--- config.mk ---
export PLATFORM = sky130hd
export DESIGN_NAME = serial_slave_port
export DESIGN_NICKNAME = d
export VERILOG_FILES = /design/src/rtl/serial_slave_port.sv
export SDC_FILE = /design/constraint.sdc
export NUM_CORES = 1
export LEC_CHECK = 0
export ABC_AREA = 1
export ABC_CLOCK_PERIOD_IN_PS = 1410
export CAP_MARGIN = 20
export CORE_MARGIN = 2
export CORE_UTILIZATION = 48
export DETAILED_ROUTE_END_ITERATION = 10
export PLACE_DENSITY = 0.81
export SYNTH_ARGS = -nofsm -noshare
export SYNTH_HDL_FRONTEND = slang
export SYNTH_SLANG_ARGS = --single-unit
--- constraint.sdc ---
create_clock -name clk -period 1.41 [get_ports clk]
set_input_delay 0.2115 -clock clk [delete_from_list [all_inputs] [get_ports clk]]
set_output_delay 0.2115 -clock clk [all_outputs]
set_load 0.01 [all_outputs]
--- src/rtl/serial_slave_port.sv ---
// serial_slave_port: serial-bus slave endpoint, deserialises address/write data, accesses local BRAM, serialises read data; define SERIAL_SLAVE_SPLIT_EN to add a split phase before read data
module serial_slave_port #(
  parameter int DATA_WIDTH = 8,
  parameter int SLAVE_MEM_ADDR_WIDTH = 12,
  parameter int SPLIT_LATENCY = 4
) (
  input  logic                            clk,
  input  logic                            rstn,
  input  logic                            swdata,
  input  logic                            smode,
  input  logic                            mvalid,
  output logic                            srdata,
  output logic                            srvalid,
  output logic                            sready,
  output logic                            ssplit,
  output logic [SLAVE_MEM_ADDR_WIDTH-1:0] mem_addr,
  output logic [DATA_WIDTH-1:0]           mem_wdata,
  output logic                            mem_wen,
  output logic                            mem_ren,
  input  logic [DATA_WIDTH-1:0]           mem_rdata
);
  localparam int AW = SLAVE_MEM_ADDR_WIDTH;
  localparam int DW = DATA_WIDTH;
  localparam int MW = AW > DW ? AW : DW;
  localparam int CW = $clog2(MW + 1);
  localparam logic [CW-1:0] A_LAST = CW'(AW - 1);
  localparam logic [CW-1:0] D_LAST = CW'(DW - 1);
  typedef enum logic [2:0] {
    IDLE, ADDR, WDATA, WRITE, RMEM, RWAIT, RDATA
`ifdef SERIAL_SLAVE_SPLIT_EN
    , SPLIT
`endif
  } state_t;
  state_t state;
  logic [CW-1:0] cnt;
  logic [DW-1:0] shreg;
  logic mode;
`ifdef SERIAL_SLAVE_SPLIT_EN
  localparam int SW = $clog2(SPLIT_LATENCY + 1);
  localparam logic [SW-1:0] S_LAST = SW'(SPLIT_LATENCY - 1);
  logic [SW-1:0] scnt;
  assign ssplit = state == SPLIT;
`else
  assign ssplit = 1'b0;
`endif
  assign sready  = state == IDLE;
  assign mem_wen = state == WRITE;
  assign mem_ren = state == RMEM;
  assign srvalid = state == RDATA;
  assign srdata  = shreg[0];
  always_ff @(posedge clk) begin
    if (!rstn) begin
      state     <= IDLE;
      cnt       <= '0;
      shreg     <= '0;
      mode      <= 1'b0;
      mem_addr  <= '0;
      mem_wdata <= '0;
`ifdef SERIAL_SLAVE_SPLIT_EN
      scnt      <= '0;
`endif
    end else begin
      case (state)
        IDLE: if (mvalid) begin
          mem_addr <= {swdata, mem_addr[AW-1:1]};
          mode     <= smode;
          cnt      <= CW'(1);
          state    <= ADDR;
        end
        ADDR: if (mvalid) begin
          mem_addr <= {swdata, mem_addr[AW-1:1]};
          cnt      <= cnt == A_LAST ? '0 : cnt + 1'b1;
          if (cnt == A_LAST) state <= mode ? WDATA : RMEM;
        end
        WDATA: if (mvalid) begin
          mem_wdata <= {swdata, mem_wdata[DW-1:1]};
          cnt       <= cnt == D_LAST ? '0 : cnt + 1'b1;
          if (cnt == D_LAST) state <= WRITE;
        end
        WRITE: state <= IDLE;
        RMEM:  state <= RWAIT;
        RWAIT: begin
          shreg <= mem_rdata;
`ifdef SERIAL_SLAVE_SPLIT_EN
          state <= SPLIT;
`else
          state <= RDATA;
`endif
        end
`ifdef SERIAL_SLAVE_SPLIT_EN
        SPLIT: begin
          scnt <= scnt == S_LAST ? '0 : scnt + 1'b1;
          if (scnt == S_LAST) state <= RDATA;
        end
`endif
        RDATA: begin
          shreg <= {1'b0, shreg[DW-1:1]};
          cnt   <= cnt == D_LAST ? '0 : cnt + 1'b1;
          if (cnt == D_LAST) state <= IDLE;
        end
        default: state <= IDLE;
      endcase
    end
  end
endmodule

== After elaboration in Yosys (flattened, before gate mapping) ==
Index checks and enable logic that the tools add are counted.
Cells by class
  reductions and logical operators: 9
  add/subtract/negate cells: 1
  eq/ne operators: 14
  muxes and demuxes: 15
Operators with widths (count)
  $mux W3: 7
  $mux W4: 5
  $pmux W3 S6: 1
  $pmux W4 S4: 1
  $pmux W8 S2: 1
  $ne A2 B2 Y1 const B: 5
  $eq A3 B3 Y1 const B: 3
  $eq A3 B2 Y1 const B: 2
  $reduce_and A2 Y1: 3
  $reduce_and A6 Y1: 1
  $add A4 B1 Y4 const B: 1
  $eq A4 B3 Y1 const B: 1
  $eq A4 B4 Y1 const B: 1
  $reduce_and A4 Y1: 1
  $reduce_bool A4 Y1: 1
  $eq A3 B1 Y1 const B: 1
  $logic_not A3 Y1: 1
  $ne A2 B1 Y1 const B: 1
  $reduce_bool A2 Y1: 1
  $reduce_or A2 Y1: 1
Word-level totals
  word-level logic and storage cells: 45
  register bits after elaboration: 36
  input port bits: 13
  output and inout bits: 26

== Logic depth before layout (Yosys ltp) ==
Gate-level depths: netlist of the first run.
  depth after elaboration: 4
  gate-level depth with buffers: 9
  mapped depth without buffers: 9

== Least setup slack after synthesis of the first run ==
Ideal clock, no wire load.
  kind: register to register
  start point: register cnt[0]
  end point: register state[1]
  cell stages (with the launch flop): 7
  arrival: 1.049 ns
  period minus slack after synthesis: 1.162 ns
  path buffers: 0
  library setup time: 0.113 ns
  slack: 0.248 ns
  cell sequence: dfxtp_1 -> ha_1 -> nand2_1 -> o21ai_1 -> nand3_2 -> nor2_1 -> nor2_1
Between the ends
  longest elaborated chain between the ends: 3
Ends and longest elaborated chain
  from (decl): RTL line 35  | logic [CW-1:0] cnt;
  from (signal assigned): RTL line 72  | cnt <= cnt == A_LAST ? '0 : cnt + 1'b1;
  from (signal assigned): RTL line 77  | cnt <= cnt == D_LAST ? '0 : cnt + 1'b1;
  from (signal assigned): RTL line 98  | cnt <= cnt == D_LAST ? '0 : cnt + 1'b1;
  $eq A4 B3 Y1 or $eq A4 B4 Y1 (tied branches): RTL line 78, 99, 73
  $ne A2 B2 Y1 (no source line) or $ne A2 B1 Y1 (tied branches)
  $reduce_and A6 Y1 (no source line) *
  to (signal assigned): RTL line 73  | if (cnt == A_LAST) state <= mode ? WDATA : RMEM;
  to (decl): RTL line 34  | state_t state;
Every way passes the cells marked *; elsewhere a longest branch is shown, timed or not.
A chain may end at the register's enable or synchronous reset.

== Worst setup path in the final report of the first run ==
  start point: register state[1]
  end point: output port sready
Between the ends
  longest elaborated chain between the ends: 1
Ends and longest elaborated chain
  $logic_not A3 Y1: RTL line 46  | assign sready = state == IDLE;
  to (decl): RTL line 14  | output logic sready,
Every way passes these cells.

==> results.md, run 1 <==
| Parameter | This run |
|---|---|
| Average cell area after synthesis | 6.88 um2 |
| Die outline height | 61.5 um |
| Sequential cell fraction of total power | 0.404 |
| H-tree lvl count | 2 |
| Weighted congestion reported at the end of routability-driven placement | 0.943 |
| Cell chosen for the clock root | sky130_fd_sc_hd__clkbuf_4 |
| Area share of the largest cell type after synthesis | 0.454 |
| Number of synthesized register bits | 36 |
| Total number of yosys warnings | 0 |
| Leading cell types by total area after synthesis | sky130_fd_sc_hd__dfxtp_1, sky130_fd_sc_hd__nor2_1, sky130_fd_sc_hd__nand2_1 |
| Run status | finished clean |
| Top cells by instance count after synthesis | sky130_fd_sc_hd__nor2_1, sky130_fd_sc_hd__nand2_1, sky130_fd_sc_hd__dfxtp_1, sky130_fd_sc_hd__o21ai_0, sky130_fd_sc_hd__inv_1 |
| Final period demand of the worst path | 1.32 ns |
| Final hold viol count | 0 |
| Max-cap check violation count | 0 |
| Number of vias in the routed layout | 1626 |
| Total global routing track utilization | 0.201 |
| Peak Freq | 756 MHz |
| Switching Power | 0.00146 W |
| Worst Hold Margin | 0.454 ns |
| Post-Synthesis Cell Area | 1590 um2 |
| Fraction of final layout cells with drive strength greater than 1 | 0.207 |
| Post-layout util | 0.720 |
| FILL cells | 285 |
| Antenna violations before repair | 0 |
| Overall die area | 3790 um2 |
| Unrepaired setup endpoints after global routing | yes |
| Critical path arrival | 1.11 ns |
| CTS Buffer Depth | 2 |
| Clock latency on the worst-skew pair | 0.34 ns |
| Leakage | 1.11 nW |
| First-pass detailed-route iteration total | 4 |
| Critical path class | flop to output pin |
| Total CTS buffers | 5 |
| Fraction of power spent switching nets | 0.393 |
| Class of the most critical hold timing path | input port to flop |
| Count of nets left with antenna violations after detail routing | 0 |
| Routed WL per cell | 10.8 um |
| Detailed Route Iter0 Violations | 73 |
| Core outline area | 3100 um2 |
| Initial Util | 0.512 |
| Number of global-route vias before repair | 1288 |
| Remaining DRCs | 0 |
| Cells after synthesis | 231 |
| Sequential element share of the synthesized area | 0.454 |
| Hold-fix buffer count after cts | 0 |
| Number of synthesized flops with an enable pin | 0 |
| Number of setup violations in the final report | 0 |
| Final HPWL DP | 2620 um |
| Worst path required time | 1.20 ns |
| Unique cell type count in the Yosys netlist | 22 |
| CTS tree | yes |
| Number of cell rows | 20 |
| Cell internal power dissipation | 0.00225 W |
| Crit. End Element | output pin |
| IO buf count | 37 |
| Clock skew | 0.0123 ns |
| Diodes inserted | 0 |
| Library cell with the highest instance count after synthesis | sky130_fd_sc_hd__nor2_1 |
| Largest stage delay on the critical path | 0.35 ns |
| Total count of max-transition violations in the final report | 0 |
| Worst ir drop on vdd | 1.16 mV |
| Ports placed on the boundary | 39 |
| Critical Path Start Type | flop |
| Fraction of power consumed by the clock network | 0.154 |
| Gate power share | 0.442 |
| P&R area growth vs syn | 40.6% |
| Die width | 61.5 um |
| Number of nets in the layout | 308 |
| Slowest cell on the critical path | sky130_fd_sc_hd__dfxtp_2 |
| Post-synth top flop | sky130_fd_sc_hd__dfxtp_1 |
| GRT overflow | 0 |
| Fin crit share | 0.938 |
| Wire length of the first global-routing pass | 5600 um |
| Areal power density over the cells | 1660 nW/um2 |
| Yosys top cell by area | sky130_fd_sc_hd__dfxtp_1 |
| Post-CTS clock slew at the launch and capture registers of the worst setup and hold paths | 0.11 ns |
| Post-Route WL | 3670 um |
| Clk sinks | 36 |
| Proportion of synthesized flip-flops having asynchronous set or reset | 0 |
| Maximum net fanout on the critical path | 4 |
| Synthesized Nets | 245 |
| Ordered list of cells on the worst path | inv_2 -> nand2_2 -> nor2_4 -> buf_2 |
| Pin count of the biggest net entering global routing | 21 |
| Drt via density | 4.80 |
-- per-stage QoR --
step	TNS, ns	cell area [um2]	setup slack (ns)	std cells	total power, W
5_1_grt	-0.0163	2230	-0.00978	339	0.00400
4_1_cts	-0.0428	2180	-0.0428	334	0.00363
6_report	0	2230	0.0877	339	0.00371
2_1_floorplan	0	1590	0.248	231	0.00236
3_5_place_dp	-0.225	2130	-0.0679	326	0.00314
3_3_place_gp	-0.0203	2130	-0.0203	326	0.00312
-- power groups by stage --
stage	logic, W	clock network, W	registers [W]
after global routing	0.00183	0.000644	0.00153
after detailed placement	0.00164	0	0.00150
after floorplan	0.000814	0	0.00155
after CTS	0.00155	0.000584	0.00149
after global placement	0.00162	0	0.00150
final	0.00164	0.000570	0.00150
-- state kept, by name, summed over array words and instances (netlist names) --
name,count
mem_addr,12
mem_wdata,8
shreg,8
mode,1
state,3
cnt,4
-- cell type report --
type | count | area [um2] | area share
Sequential cell | 36 | 728 | 0.326
Clock buffer | 5 | 37.5 | 0.0168
Multi-Input combinational cell | 167 | 781 | 0.350
Inverter | 20 | 77.6 | 0.0347
Tap cell | 44 | 55.1 | 0.0246
Clock inverter | 3 | 23.8 | 0.0106
Timing Repair Buffer | 64 | 531 | 0.238
-- metal layers --
layer,up-vias,track usage,share of wire
li1,853,-,-
met1,727,0.259,0.48
met2,44,0.329,0.47
met3,2,0.0567,0.051
met4,0,0.0547,0.0033
met5,-,0,0
-- what timing repair did --
action	CTS	global route
cloned	0	0
pin swaps	0	3
buffers inserted	0	5
endpoints found under the hold margin	0	0
gates resized for setup	39	15
setup endpoints to repair	25	25
-- worst paths after layout --
check                              start        to  slack [ns]  cells after the start
worst min-delay path               smode      mode        0.45                      3
worst min register to register  shreg[7]  shreg[7]        0.47                      2
worst max register to register  state[1]  shreg[3]        0.11                      8
worst max-delay path            state[1]    sready        0.09                      4
-- cell usage in the layout (no fill, tap or decap), drive strengths merged, types with 2 or more instances in the layout --
master	n
clkbuf	6
a21oi	11
dlygate4sd2	21
clkdlybuf4s50	12
nor2	60
buf	30
inv	20
nand3	11
clkinvlp	2
o21ai	32
dfxtp	36
nand2	49
-- worst max-delay path, delay by kind of cell, from the launching register on --
kind | cells | cell delay (ns)
buffers and inverters | 2 | 0.22
flip-flops | 1 | 0.35
AND/OR/NAND/NOR | 2 | 0.21
-- logic make-up after synthesis --
kind of cell,count (synthesis),synth area share
AND/OR/NAND/NOR,121,0.318
AO/OA/AOI/OAI,43,0.135
flip-flops,36,0.454
buffers and inverters,28,0.0772
XOR/XNOR,1,0.00551
adder cells (fa/ha/maj),1,0.00787
other,1,0.00236
(Power assumes the default switching activity.)
==> inputs of run 2 (changes only) <==
--- a/config.mk
+++ b/config.mk
@@ -6,12 +6,12 @@
 export NUM_CORES = 1
 export LEC_CHECK = 0
 export ABC_AREA = 1
-export ABC_CLOCK_PERIOD_IN_PS = 1410
+export ABC_CLOCK_PERIOD_IN_PS = 1550
 export CAP_MARGIN = 20
 export CORE_MARGIN = 2
-export CORE_UTILIZATION = 48
+export CORE_UTILIZATION = 52
 export DETAILED_ROUTE_END_ITERATION = 10
-export PLACE_DENSITY = 0.81
+export PLACE_DENSITY = 0.87
 export SYNTH_ARGS = -nofsm -noshare
 export SYNTH_HDL_FRONTEND = slang
 export SYNTH_SLANG_ARGS = --single-unit
==> constraint.sdc (replaced) <==
create_clock -name clk -period 1.55 [get_ports clk]
set_input_delay 0.2325 -clock clk [delete_from_list [all_inputs] [get_ports clk]]
set_output_delay 0.2325 -clock clk [all_outputs]
set_load 0.01 [all_outputs]
==> run 2 against run 1 <==
- final area is 4.8% lower
- combinational power is 16% lower
- count of clock-buffer cells in the layout is 2 higher
- power is 6.2% lower
- hold slack better by 0.011 ns
- first-iteration DRC count is 8.2% higher
- sequential share of layout area is 1.5 points higher
- worst setup slack worse by 0.027 ns
- sequential cell count stayed put
- global-route usage is 2.0 points higher
- critical path depth is 3 lower
- routed wire length is 2.7% lower
- largest cell class unchanged
==> results.md, run 2 (same netlist as run 1, synthesis figures left out) <==
| Parameter | This run |
|---|---|
| Number of logic stages on the critical path including buffering | 1 |
| FF-to-FF setup slack | 0.18 ns |
| Remaining DRCs | 0 |
| Leakage | 0.973 nW |
| Met1 layer usage reported by global route | 0.285 |
| Number of vias in the routed layout | 1574 |
| Peak Freq | 672 MHz |
| Area occupied by multi-input gates | 756 um2 |
| Post-Route WL | 3570 um |
| Run status | finished clean |
| First-pass detailed-route iteration total | 4 |
| R2R Path End | mem_addr[9] |
| Wire length of the first global-routing pass | 5860 um |
| Total instance count after detailed placement | 302 |
| Maximum net fanout on the critical path | 3 |
| Hold Path Sink | shreg[7] |
| Areal power density over the cells | 1640 nW/um2 |
| Number of cell rows | 20 |
| Routed WL per cell | 11.5 um |
| Max-cap check violation count | 0 |
| FILL cells | 261 |
| Detailed Route Iter0 Violations | 79 |
| P&R area growth vs syn | 33.8% |
| Total count of max-transition violations in the final report | 0 |
| CTS Buffer Depth | 2 |
| Most frequent cells in the layout | sky130_fd_sc_hd__nor2_1, sky130_fd_sc_hd__nand2_1, sky130_fd_sc_hd__dfxtp_1 |
| Final HPWL DP | 2460 um |
| Flip-flop and latch area | 726 um2 |
| IO buf count | 37 |
| Count of cells along the worst hold path | 2 |
| Total CTS buffers | 5 |
| Commonest non-fill, non-tap cell in the layout | sky130_fd_sc_hd__nor2_1 |
| Cell family contributing the most delay on the critical path | buffers and inverters |
| FF-to-FF Start | state[2] |
| Die outline height | 59.3 um |
| Unrepaired setup endpoints after global routing | no |
| Setup fix buffers added after clock tree synthesis | 0 |
| Number of nets in the layout | 290 |
| Pin count of the biggest net entering global routing | 21 |
| Die width | 59.3 um |
| Clock latency on the worst-skew pair | 0.34 ns |
| Fin area | 2130 um2 |
| Fin crit share | 0.961 |
| Placed Area | 2020 um2 |
| GRT overflow | 0 |
| Ordered list of cells on the worst path | clkdlybuf4s50_1 |
| Top Registers | mem_addr x12, mem_wdata x8, shreg x8 |
| Overall die area | 3510 um2 |
| Initial Util | 0.534 |
| Global routing usage on met3 | 0.0699 |
| Worst ir drop on vdd | 1.31 mV |
| Total global routing track utilization | 0.220 |
| Worst path required time | 1.32 ns |
| Count of nets left with antenna violations after detail routing | 0 |
| Largest stage delay on the critical path | 0.55 ns |
| Antenna violations before repair | 0 |
| Number of cells in the finished layout apart from fillers | 310 |
| Weighted congestion reported at the end of routability-driven placement | 0.913 |
| Class of the most critical hold timing path | flop to flop |
| Start point of the worst min-delay path | shreg[7] |
| Core outline area | 2980 um2 |
| Cell chosen for the clock root | sky130_fd_sc_hd__clkbuf_4 |
| Clock skew | 0.00493 ns |
| Final period demand of the worst path | 1.49 ns |
| Bufs and invs on worst path | 1 |
| Slowest cell on the critical path | sky130_fd_sc_hd__clkdlybuf4s50_1 |
| Met2 track demand over resource | 0.347 |
| Ports placed on the boundary | 39 |
| Final hold viol count | 0 |
| Max FFs per register | 12 |
| Hold-fix buffer count after cts | 0 |
| Critical path class | flop to output pin |
| Critical path arrival | 1.26 ns |
| Diodes inserted | 0 |
| Register with the most flip-flops | mem_addr |
| Number of setup violations in the final report | 0 |
| R2R cell count | 6 |
| Clk sinks | 36 |
| PostCTS Resize Cnt | 9 |
| Critical Path Start Type | flop |
| Number of global-route vias before repair | 1371 |
| Crit. End Element | output pin |
| H-tree lvl count | 2 |
| Most Used Layer, Global Route | met2 |
| Post-CTS clock slew at the launch and capture registers of the worst setup and hold paths | 0.11 ns |
| Worst Hold Margin | 0.465 ns |
| Drt via density | 5.08 |
| Fraction of final layout cells with drive strength greater than 1 | 0.130 |
| CTS tree | yes |
[run 2: cell count changes in the layout (fill, tap and decap cells not counted), sizes merged, moves of 2 or more]
cell / before / now
buf: 30 / 9
clkbuf: 6 / 8
clkdlybuf4s15: 0 / 2
clkdlybuf4s50: 12 / 31
clkinvlp: 2 / 0
dlygate4sd2: 21 / 2
[run 2: worst max-delay path by stage]
| stage | endpoint | from | slack, ns |
|---|---|---|---|
| after floorplan | state[1] | cnt[0] | 0.39 |
| after global placement | mem_addr[0] | mvalid | 0.03 |
| after detailed placement | mem_addr[2] | mvalid | -0.08 |
| after CTS | sready | state[1] | 0.003 |
| after global routing | mem_addr[10] | state[2] | 0.002 |
| final | mem_addr[2] | mem_addr[2] | 0.06 |
[run 2: cell type report]
| type | count | share of cell area |
|---|---|---|
| clock buffer | 7 | 0.0306 |
| clock inverter | 1 | 0.0141 |
| inverter | 20 | 0.0353 |
| multi-input combinational | 167 | 0.356 |
| sequential | 36 | 0.341 |
| tap | 33 | 0.0194 |
| timing repair buffer | 46 | 0.204 |
[run 2: metal layers]
metal  up-vias  share of wire
li1        819              -
met1       712           0.47
met2        39           0.47
met3         4          0.054
met4         0          0.010
met5         -              0
[run 2: metrics by stage]
stage,power (W),util,setup TNS [ns],setup WS (ns)
detailed placement,0.00273,0.679,-0.562,-0.0832
global placement,0.00270,0.679,0,0.0311
floorplan,0.00215,-,0,0.388
global route,0.00372,0.714,0,0.00153
CTS,0.00348,0.710,0,0.00326
finish,0.00348,0.714,0,0.0610
[run 2: where the power goes]
group | internal (W) | switching [W] | leakage [nW] | total (W)
Combinational | 0.000615 | 0.000751 | 0.626 | 0.00137
Sequential | 0.00118 | 0.000186 | 0.296 | 0.00137
Clock | 0.000428 | 0.000321 | 0.0515 | 0.000749
==> inputs of run 3 (changes only) <==
--- a/config.mk
+++ b/config.mk
@@ -11,7 +11,9 @@
 export CORE_MARGIN = 2
 export CORE_UTILIZATION = 52
 export DETAILED_ROUTE_END_ITERATION = 10
+export GPL_TIMING_DRIVEN = 1
 export PLACE_DENSITY = 0.87
+export SETUP_SLACK_MARGIN = 0.5
 export SYNTH_ARGS = -nofsm -noshare
 export SYNTH_HDL_FRONTEND = slang
 export SYNTH_SLANG_ARGS = --single-unit
==> run 3 against run 2 <==
- area after synthesis unchanged
- synthesized cell count unchanged
- the flow now stops in global routing
==> results.md, run 3 <==
| Parameter | This run |
|---|---|
| Run status | aborted with a tool error |
| Last flow stage reached | global routing |
| First logged error message | [ERROR DPL-0038] Utilization greater than 100%, impossible to legalize |
| Sequential element share of the synthesized area | 0.454 |
| GRT worst endpoint | mem_wen |
| Number of cell rows | 20 |
| Ports placed on the boundary | 39 |
| Average cell area after synthesis | 6.88 um2 |
| Proportion of synthesized flip-flops having asynchronous set or reset | 0 |
| Number of synthesized register bits | 36 |
| Unique cell type count in the Yosys netlist | 22 |
| Final HPWL DP | 2430 um |
| Library cell with the highest instance count after synthesis | sky130_fd_sc_hd__nor2_1 |
| Number of synthesized flops with an enable pin | 0 |
| Cell chosen for the clock root | sky130_fd_sc_hd__clkbuf_4 |
| Total CTS buffers | 5 |
| Pin count of the biggest net entering global routing | 28 |
| Kind of the worst endpoint | output port |
| Leading cell types by total area after synthesis | sky130_fd_sc_hd__dfxtp_1, sky130_fd_sc_hd__nor2_1, sky130_fd_sc_hd__nand2_1 |
| Weighted congestion reported at the end of routability-driven placement | 0.894 |
| Yosys top cell by area | sky130_fd_sc_hd__dfxtp_1 |
| Area share of the largest cell type after synthesis | 0.454 |
| Clk sinks | 36 |
| Post-synth top flop | sky130_fd_sc_hd__dfxtp_1 |
| Synthesized Nets | 245 |
| Die width | 59.3 um |
| Initial Util | 0.534 |
| Die outline height | 59.3 um |
| IO buf count | 37 |
| H-tree lvl count | 2 |
| Post-Synthesis Cell Area | 1590 um2 |
| Hold-fix buffer count after cts | 0 |
| Top cells by instance count after synthesis | sky130_fd_sc_hd__nor2_1, sky130_fd_sc_hd__nand2_1, sky130_fd_sc_hd__dfxtp_1, sky130_fd_sc_hd__o21ai_0, sky130_fd_sc_hd__inv_1 |
| CTS Buffer Depth | 2 |
| Cells after synthesis | 231 |
| Total number of yosys warnings | 0 |
[run 3: cells by family after synthesis]
kind of cell,count (synthesis),share of synthesized area
adder cells (fa/ha/maj),1,0.00787
XOR/XNOR,1,0.00551
buffers and inverters,28,0.0772
other,1,0.00236
AO/OA/AOI/OAI,43,0.135
AND/OR/NAND/NOR,121,0.318
flip-flops,36,0.454
[run 3: stage by stage]
step / cells / utilization / worst slack (ns) / area (um2)
global placement: 298 / 0.682 / 0.0855 / 2030
floorplan: 231 / - / 0.481 / 1620
CTS: 338 / 0.860 / 0.203 / 2560
detailed placement: 298 / 0.682 / 0.0403 / 2030
[run 3: repair_timing]
action,4_1_cts
cloned,3
endpoints found under the setup margin,60
pin swaps,26
resized for setup,209
setup buffers,29
==> inputs of run 4 (changes only) <==
--- a/config.mk
+++ b/config.mk
@@ -9,11 +9,10 @@
 export ABC_CLOCK_PERIOD_IN_PS = 1550
 export CAP_MARGIN = 20
 export CORE_MARGIN = 2
-export CORE_UTILIZATION = 52
+export CORE_UTILIZATION = 40
 export DETAILED_ROUTE_END_ITERATION = 10
 export GPL_TIMING_DRIVEN = 1
-export PLACE_DENSITY = 0.87
-export SETUP_SLACK_MARGIN = 0.5
+export PLACE_DENSITY_LB_ADDON = 0.15
 export SYNTH_ARGS = -nofsm -noshare
 export SYNTH_HDL_FRONTEND = slang
 export SYNTH_SLANG_ARGS = --single-unit
==> run 4 against run 3 <==
- the run now ends clean
==> results.md, run 4 (same netlist as run 1, synthesis figures left out) <==
| Parameter | This run |
|---|---|
| Run status | finished clean |
| Initial Util | 0.424 |
| Fin crit share | 0.945 |
| Number of vias in the routed layout | 1526 |
| Critical path class | flop to output pin |
| FILL cells | 380 |
| Routed length on met2 | 1530 um |
| Max-cap check violation count | 0 |
| IO buf count | 37 |
| Critical path arrival | 1.23 ns |
| Clock skew | 0.00421 ns |
| Total global routing track utilization | 0.172 |
| Areal power density over the cells | 1580 nW/um2 |
| First-pass detailed-route iteration total | 4 |
| CTS Buffer Depth | 2 |
| Number of global-route vias before repair | 1318 |
| Core outline area | 3740 um2 |
| Worst setup slack after layout | 0.0859 ns |
| Die outline height | 67.0 um |
| Drt via density | 4.70 |
| Cell chosen for the clock root | sky130_fd_sc_hd__clkbuf_8 |
| Final HPWL DP | 2550 um |
| Clk sinks | 36 |
| Unrepaired setup endpoints after global routing | no |
| Ports placed on the boundary | 39 |
| H-tree lvl count | 2 |
| Setup TNS | 0 ns |
| Total instance count after detailed placement | 317 |
| Final hold viol count | 0 |
| Flip-flop and latch area | 722 um2 |
| Count of nets left with antenna violations after detail routing | 0 |
| Pin count of the biggest net entering global routing | 23 |
| Number of nets in the layout | 290 |
| Most frequent cells in the layout | sky130_fd_sc_hd__nor2_1, sky130_fd_sc_hd__nand2_1, sky130_fd_sc_hd__dfxtp_1 |
| Pre-CTS setup slack | 0.00752 ns |
| GRT overflow | 0 |
| Maximum net fanout on the critical path | 5 |
| Final period demand of the worst path | 1.46 ns |
| Register with the most flip-flops | mem_addr |
| Top Registers | mem_addr x12, mem_wdata x8, shreg x8 |
| P&R area growth vs syn | 35.2% |
| Post-CTS clock slew at the launch and capture registers of the worst setup and hold paths | 0.07 ns |
| Post-Route WL | 3480 um |
| Weighted congestion reported at the end of routability-driven placement | 0.865 |
| Number of setup violations in the final report | 0 |
| Antenna violations before repair | 0 |
| Critical Path Start Type | flop |
| Number of cells in the finished layout apart from fillers | 325 |
| Number of cell rows | 22 |
| Worst Hold Margin | 0.462 ns |
| Detailed Route Iter0 Violations | 69 |
| Clock latency on the worst-skew pair | 0.28 ns |
| Total count of max-transition violations in the final report | 0 |
| Uppermost layer routed | met4 |
| Fraction of final layout cells with drive strength greater than 1 | 0.108 |
| Area occupied by multi-input gates | 751 um2 |
| Peak Freq | 683 MHz |
| Total CTS buffers | 5 |
| Commonest non-fill, non-tap cell in the layout | sky130_fd_sc_hd__nor2_1 |
| CTS tree | yes |
| Met1 layer wirelength in the final routing | 1720 um |
| Max FFs per register | 12 |
| Worst path required time | 1.32 ns |
| Class of the most critical hold timing path | flop to flop |
| Wire length of the first global-routing pass | 5800 um |
| Worst ir drop on vdd | 0.816 mV |
| Diodes inserted | 0 |
| Routed WL per cell | 10.7 um |
| Die width | 67.0 um |
| Post-layout util | 0.574 |
| Crit. End Element | output pin |
| Overall die area | 4490 um2 |
| Length of routed met3 wiring | 192 um |
| Remaining DRCs | 0 |
| Leakage | 0.953 nW |
[run 4: power by group]
| group | internal, W | total [W] | switching (W) |
|---|---|---|---|
| clock | 0.000361 | 0.000690 | 0.000329 |
| sequential | 0.00118 | 0.00136 | 0.000186 |
| combinational | 0.000617 | 0.00134 | 0.000726 |
[run 4: layout make-up]
cell class / instances / area share
timing repair buffer: 46 / 0.208
inverter: 20 / 0.0349
sequential: 36 / 0.336
clock inverter: 1 / 0.00349
clock buffer: 7 / 0.0402
tap: 48 / 0.0280
multi-input combinational: 167 / 0.349
[run 4: critical path, cell delays in order, from the launching register on]
cell	delay, ns
sky130_fd_sc_hd__dfxtp_1	0.34
sky130_fd_sc_hd__inv_2	0.12
sky130_fd_sc_hd__nand2_1	0.10
sky130_fd_sc_hd__nor2_2	0.12
sky130_fd_sc_hd__dlygate4sd2_1	0.28
[run 4: stage by stage]
stage               instance area [um2]  total power (W)
global placement                   2050          0.00272
global route                       2150          0.00367
floorplan                          1590          0.00215
finish                             2150          0.00339
detailed placement                 2050          0.00273
CTS                                2140          0.00341
[run 4: final timing paths]
| kind | slack, ns | endpoint | depth (start not counted) | startpoint |
|---|---|---|---|---|
| setup reg to reg | 0.19 | shreg[5] | 9 | state[1] |
| setup / recovery | 0.09 | sready | 4 | state[1] |
| hold / removal | 0.46 | shreg[7] | 2 | shreg[7] |
| hold reg to reg | 0.46 | shreg[7] | 2 | shreg[7] |
[run 4: per-layer routing]
| layer | vias to the layer above | global-route usage |
|---|---|---|
| met1 | 668 | 0.218 |
| met5 | - | 0 |
| met3 | 5 | 0.0524 |
| met4 | 0 | 0.0612 |
| met2 | 35 | 0.274 |
| li1 | 818 | - |
[run 4: timing repair]
item,CTS,global route
setup buffers,0,0
hold buffers,0,0
pin swaps,0,0
endpoints found under the setup margin,4,2
resized for setup,5,4
